--- config.mk ---
export PLATFORM = sky130hd
export DESIGN_NAME = binaris_lefele_idozito
export DESIGN_NICKNAME = d
export VERILOG_FILES = /design/src/rtl/binaris_lefele_idozito.sv
export SDC_FILE = /design/constraint.sdc
export NUM_CORES = 1
export LEC_CHECK = 0
export ABC_AREA = 1
export CORE_UTILIZATION = 41
export DETAILED_ROUTE_END_ITERATION = 8
export PLACE_DENSITY = 0.75
export SLEW_MARGIN = 20
export SYNTH_ARGS = -nofsm -noshare
export SYNTH_HDL_FRONTEND = slang
export SYNTH_SLANG_ARGS = --single-unit
--- constraint.sdc ---
create_clock -name clk -period 1.97 [get_ports clk]
set_input_delay 0.394 -clock clk [delete_from_list [all_inputs] [get_ports clk]]
set_output_delay 0.394 -clock clk [all_outputs]
set_load 0.02 [all_outputs]
--- src/rtl/binaris_lefele_idozito.sv ---
// Loadable, pausable binary down-counter with one-shot or auto-reload operation.
// Latency: q and busy update one edge after load/start/stop; tc is registered, high in the cycle q shows 0 or R.
// Backpressure: none; load > stop > start > count on every edge, async active-high reset aborts immediately.
module binaris_lefele_idozito #(
   parameter int WIDTH = 8
) (
   input  logic             clk,
   input  logic             reset,
   input  logic             load,
   input  logic [WIDTH-1:0] d,
   input  logic             start,
   input  logic             stop,
   input  logic             periodic,
   output logic [WIDTH-1:0] q,
   output logic             busy,
   output logic             tc
);

   typedef enum logic [1:0] {
      IDLE  = 2'd0,
      RUN   = 2'd1,
      PAUSE = 2'd2
   } state_t;

   localparam logic [WIDTH-1:0] ONE  = {{(WIDTH-1){1'b0}}, 1'b1};
   localparam logic [WIDTH-1:0] ZERO = '0;

   state_t           state_q, state_d;
   logic [WIDTH-1:0] count_q, count_d;
   logic [WIDTH-1:0] reload_q, reload_d;
   logic             tc_q, tc_d;

   // Next-state logic: load wins, then the per-state stop/start/count rules.
   always_comb begin
      state_d  = state_q;
      count_d  = count_q;
      reload_d = reload_q;
      tc_d     = 1'b0;
      if (load) begin
         reload_d = d;
         count_d  = d;
         // A running timer loaded with zero has nothing left to count.
         if (state_q == RUN && d == ZERO) begin
            state_d = IDLE;
         end
      end else begin
         case (state_q)
            IDLE: begin
               if (start && count_q != ZERO) begin
                  state_d = RUN;
               end
            end
            RUN: begin
               if (stop) begin
                  state_d = PAUSE;
               end else if (count_q > ONE) begin
                  count_d = count_q - ONE;
               end else if (count_q == ONE) begin
                  tc_d = 1'b1;
                  if (periodic && reload_q != ZERO) begin
                     count_d = reload_q;
                  end else begin
                     count_d = ZERO;
                     state_d = IDLE;
                  end
               end else begin
                  // Zero count while running (loaded 0 during PAUSE): finish quietly.
                  state_d = IDLE;
               end
            end
            PAUSE: begin
               if (start && !stop) begin
                  state_d = RUN;
               end
            end
            default: begin
               state_d = IDLE;
            end
         endcase
      end
   end

   // State, count, reload and tc registers with asynchronous reset.
   always_ff @(posedge clk or posedge reset) begin
      if (reset) begin
         state_q  <= IDLE;
         count_q  <= ZERO;
         reload_q <= ZERO;
         tc_q     <= 1'b0;
      end else begin
         state_q  <= state_d;
         count_q  <= count_d;
         reload_q <= reload_d;
         tc_q     <= tc_d;
      end
   end

   assign q    = count_q;
   assign busy = (state_q != IDLE);
   assign tc   = tc_q;

endmodule

## Word-level counts from Yosys, hierarchy flattened

Index checks and enable logic that the tools add are counted.

| cells by class | value |
|---|---|
| $lt $le $gt $ge | 1 |
| eq/ne operators | 9 |
| $add $sub $neg | 1 |
| muxes and demuxes | 20 |
| reduce and logical (&&, ||, !) cells | 14 |

Operators by type and width:

| kind | number |
|---|---|
| $mux 8 | 6 |
| $mux 2 | 8 |
| $reduce_bool 8->1 | 2 |
| $eq 8x1->1 const B | 1 |
| $gt 8x1->1 const B | 1 |
| $logic_not 8->1 | 1 |
| $sub 8x1->8 const B | 1 |
| $ne 3x3->1 const B | 2 |
| $pmux 2 s3 | 1 |
| $mux 1 | 5 |
| $ne 5x5->1 const B | 1 |
| $reduce_and 5->1 | 1 |
| $logic_and 1x1->1 | 4 |
| $ne 4x4->1 const B | 1 |
| $reduce_bool 2->1 | 2 |
| $reduce_and 3->1 | 1 |
| $reduce_bool 3->1 | 1 |
| $eq 2x1->1 const B | 1 |
| $eq 2x2->1 const B | 1 |
| $logic_not 2->1 | 1 |
| $ne 2x1->1 const B | 1 |
| $ne 2x2->1 const B | 1 |
| $logic_not 1->1 | 1 |

| storage, ports and cells | value |
|---|---|
| register bits | 19 |
| input bits | 14 |
| logic and storage cells | 49 |
| output and inout bits | 10 |

## Logic depth before layout (Yosys ltp)

| depth | value |
|---|---|
| word-level depth | 8 |
| gate-level depth with buffers | 11 |
| mapped depth without buffers | 11 |

## Worst setup path before layout

Ideal clock, no wire load.

| timing | value |
|---|---|
| path type | reg-to-reg |
| from | register count_q[0] (netlist: q[0]) |
| to | register count_q[5] (netlist: q[5]) |
| buffers on the path | 0 |
| required time | 1.905 ns |
| stages on the path, launching flop included | 12 |
| slack | 0.333 ns |
| library setup time | 0.065 ns |
| period minus slack after synthesis | 1.637 ns |
| data arrival time | 1.572 ns |
| cell sequence | dfrtp_1 > inv_1 > ha_1 > o21ai_2 > nor2_8 > nor2_8 > clkinv_4 > o21ai_2 > nand2_1 > nand2_1 > nand2_1 > nand2_1 |

| on the way | value |
|---|---|
| cells in the longest elaborated chain, start to end | 5 |
| elaborated cells on any way between the ends | 9 |
| those cells by class | add/sub (1); order compare (1); eq/ne (1); mux (4); reduce/logical (2) |

RTL lines:

| element | RTL line | RTL |
|---|---|---|
| start: declaration | 29 | `logic [WIDTH-1:0] count_q, count_d;` |
| start signal: assignment | 92 | `count_q <= count_d;` |
| $sub 8x1->8 or $gt 8x1->1 (tied branches) | 57, 56 |  |
| $mux 8 | 56 | `end else if (count_q > ONE) begin` |
| $mux 8 | 54 | `if (stop) begin` |
| $mux 8 | 47 | `case (state_q)` |
| $mux 8 | 39 | `if (load) begin` |

Several ways; a longest one is shown, not always the timed one. The select of a mux whose other input is x is not followed.
A chain may end at the register's enable or synchronous reset.

## Final worst setup path

| timing | value |
|---|---|
| from | register state_q[1] |
| to | output port busy |

| on the way | value |
|---|---|
| cells in the longest elaborated chain, start to end | 1 |

RTL lines:

| element | RTL line | RTL |
|---|---|---|
| start: declaration | 28 | `state_t state_q, state_d;` |
| start signal: assignment | 91 | `state_q <= state_d;` |
| $reduce_bool 2->1 | 99 | `assign busy = (state_q != IDLE);` |
| end: declaration | 15 | `output logic busy,` |

No other way between the ends.

==> impl_metrics.tcl <==
set metrics [dict create \
    power.density_nw_per_um2 1200 \
    synth_area_per_cell_um2 6.92 \
    core-area_um2 3100 \
    max-cap-violations 0 \
    wl_mm 3.01 \
    io_buffers 23 \
    hpwl_mm 2.43 \
    fin_cells 268 \
    ys_ff_latch 19 \
    final.min_clock_period_ns 1.87 \
    rsz0062_at_grt "false" \
    fmax_mhz 534 \
    antenna_found_initial 0 \
    grt_max_degree 20 \
    hold_class "input port to async pin" \
    cts_tree "yes" \
    cts_hold_buf 0 \
    dp_cells 264 \
    finalSetupTns_ns 0 \
    htree_levels 1 \
    synth_nets 215 \
    ios 24 \
    cpLargestDelayFamily "buffers and inverters" \
    yosys_warnings 0 \
    syn_inst 198 \
    synthesis.area_um2 1370 \
    yosys.area.top_type "dfrtp_1" \
    cts_setup_buffers 0 \
    firstDrtPassIters 4 \
    status "finished clean" \
    cts-resized-gates 0 \
    cp-start-kind "register" \
    crit_arrival_ns 1.48 \
    worst_pin_slew_ns 0.244 \
    synth-xor-area-share_pct 0 \
    vdd_drop_max_mv 0.751 \
    drc 0 \
    grt_use_total_pct 19.1 \
    synth_top_family_by_area "simple AND/OR/NAND/NOR gates" \
    setup_violations 0 \
    finalNetCount 242 \
    layout_setup_ws_ns 0.0971 \
    synth_edf_count 0 \
    synth_area_leaders "dfrtp_1, nand2_1, nor2_1" \
    numCtsBuffers 3 \
    finalClockSkew_ns 0.00707 \
    power.leakage_nw 0.881 \
    slew_viol_final 0 \
    synthMuxAreaShare_pct 0 \
    ys_top_cells_by_count "nand2_1, nor2_1, inv_1, dfrtp_1, nand3_1" \
    yosysMostFrequentCell "nand2_1" \
    drt_iter0_drc 40 \
    synth_compound_area_share_pct 7.31 \
    cp_num_buf_inv 2 \
    cp_max_fo 4 \
    preCtsSetupSlack_ns 0.275 \
    die_y_um 59.8 \
    synth_flop_cell "dfrtp_1" \
    place_congestion 0.856 \
    ys_seq_area_share_pct 34.7 \
    area_growth_pct 21.8 \
    post_synth_num_cell_types 23 \
    synthAdderAreaFrac_pct 2.74 \
    start_util_pct 44.2 \
    grt_pass1_wl_mm 5.18 \
    path_cells "inv_1 -> nand2_1 -> clkdlybuf4s50_1" \
    required_ns 1.58 \
    slowest_stage "clkdlybuf4s50_1" \
    crit_type "register to output pin" \
    design.die.area_um2 3580 \
    postRouteAntennaNets 0 \
    gr-total-overflow 0 \
    dr_total_vias 1284 \
    antenna_cells 0 \
    hold_violations 0 \
    drive_above_1_share_pct 12.1 \
    insertion_delay_ns 0.30 \
    synth-simple-area-share_pct 45.5 \
    relSlewSlack_pct 83.8 \
    chipWidth_um 59.8 \
    end_kind "output pin" \
    via_per_inst 4.79 \
    yosysTopAreaCellShare_pct 34.7 \
    clock_sinks 19 \
    fin_crit_sh_pct 95.1 \
    clockBufferDepth 2 \
    cts_root_buf "clkbuf_4" \
    wl_per_cell_um 11.2 \
    cpPeakStageDelay_ns 0.59 \
    ys_async_sr_fraction_pct 100 \
    grt_pass1_vias 1163 \
    cts.clk_slew.worst_paths_ns 0.11 \
    rows 20 \
]
==> final timing paths <==
check	cells past startpoint	slack, ns	start	to
max in group asynchronous	3	1.36	reset	q[2]
min in group clk	2	0.50	state_q[0]	state_q[0]
max	3	0.1	state_q[1]	busy
min	3	0.40	reset	reload_q[7]
max reg2reg	11	0.30	q[0]	q[5]
min reg2reg	2	0.50	state_q[0]	state_q[0]
==> where the power goes <==
group          leakage, nW  internal (mW)  switching, mW
combinational        0.630          0.461          0.716
sequential           0.236          0.498          0.123
clock               0.0150         0.0789          0.123
==> through the flow <==
step	hold slack, ns	total power [mW]	utilization, %	area, um^2
6_report	0.402	2.00	53.8	1670
5_1_grt	0.425	2.19	53.8	1670
4_1_cts	0.408	2.02	53.8	1670
3_5_place_dp	0.478	1.81	52.9	1640
3_3_place_gp	0.459	1.80	52.9	1640
2_1_floorplan	0.345	1.44	-	1370
==> kinds of logic (layout without fill, tap and decap cells) <==
group / count (synthesis) / after routing
compound gates: 16 / 16
fa+ha+maj: 3 / 3
buf+inv: 30 / 56
flops: 19 / 19
simple gates: 130 / 130
==> cell type report <==
type / instances / area [um^2]
fill: 338 / 1430
sequential: 19 / 475
tap: 44 / 55.1
timing repair buffer: 25 / 245
multi-input combinational: 149 / 761
clock buffer: 4 / 26.3
inverter: 27 / 106
==> metal layers <==
metal	share of wire, %	routed length (um)	global-route usage (%)
met5	0	0	0
met1	49	1460	25.1
met2	48	1440	33.3
met4	0.50	15	1.99
met3	3.1	92	3.90
==> worst register-to-register path: stages (launching register included) <==
cell	delay, ns
dfrtp_1	0.39
inv_1	0.11
ha_1	0.26
o21ai_2	0.25
nor2_8	0.08
nor2_8	0.14
clkinv_4	0.09
o21ai_2	0.05
nand2_1	0.06
nand2_1	0.06
nand2_1	0.06
nand2_1	0.06
==> placed cells by master (no fill, tap or decap), drive strengths merged <==
master	Yosys	routed
a21boi	1	1
clkbuf	0	4
clkdlybuf4s50	0	23
o21a	1	1
nand2	71	71
ha	3	3
dfrtp	19	19
o21ai	14	14
inv	26	26
nand4	4	4
nor2	34	34
clkinv	1	1
buf	3	2
nand3	21	21
==> registers in the layout, indices dropped and copies added, names as in the netlist <==
name and flops:
tc 1, q 8, reload_q 8, state_q 2
No activity file was read; power rests on OpenSTA's default activity.
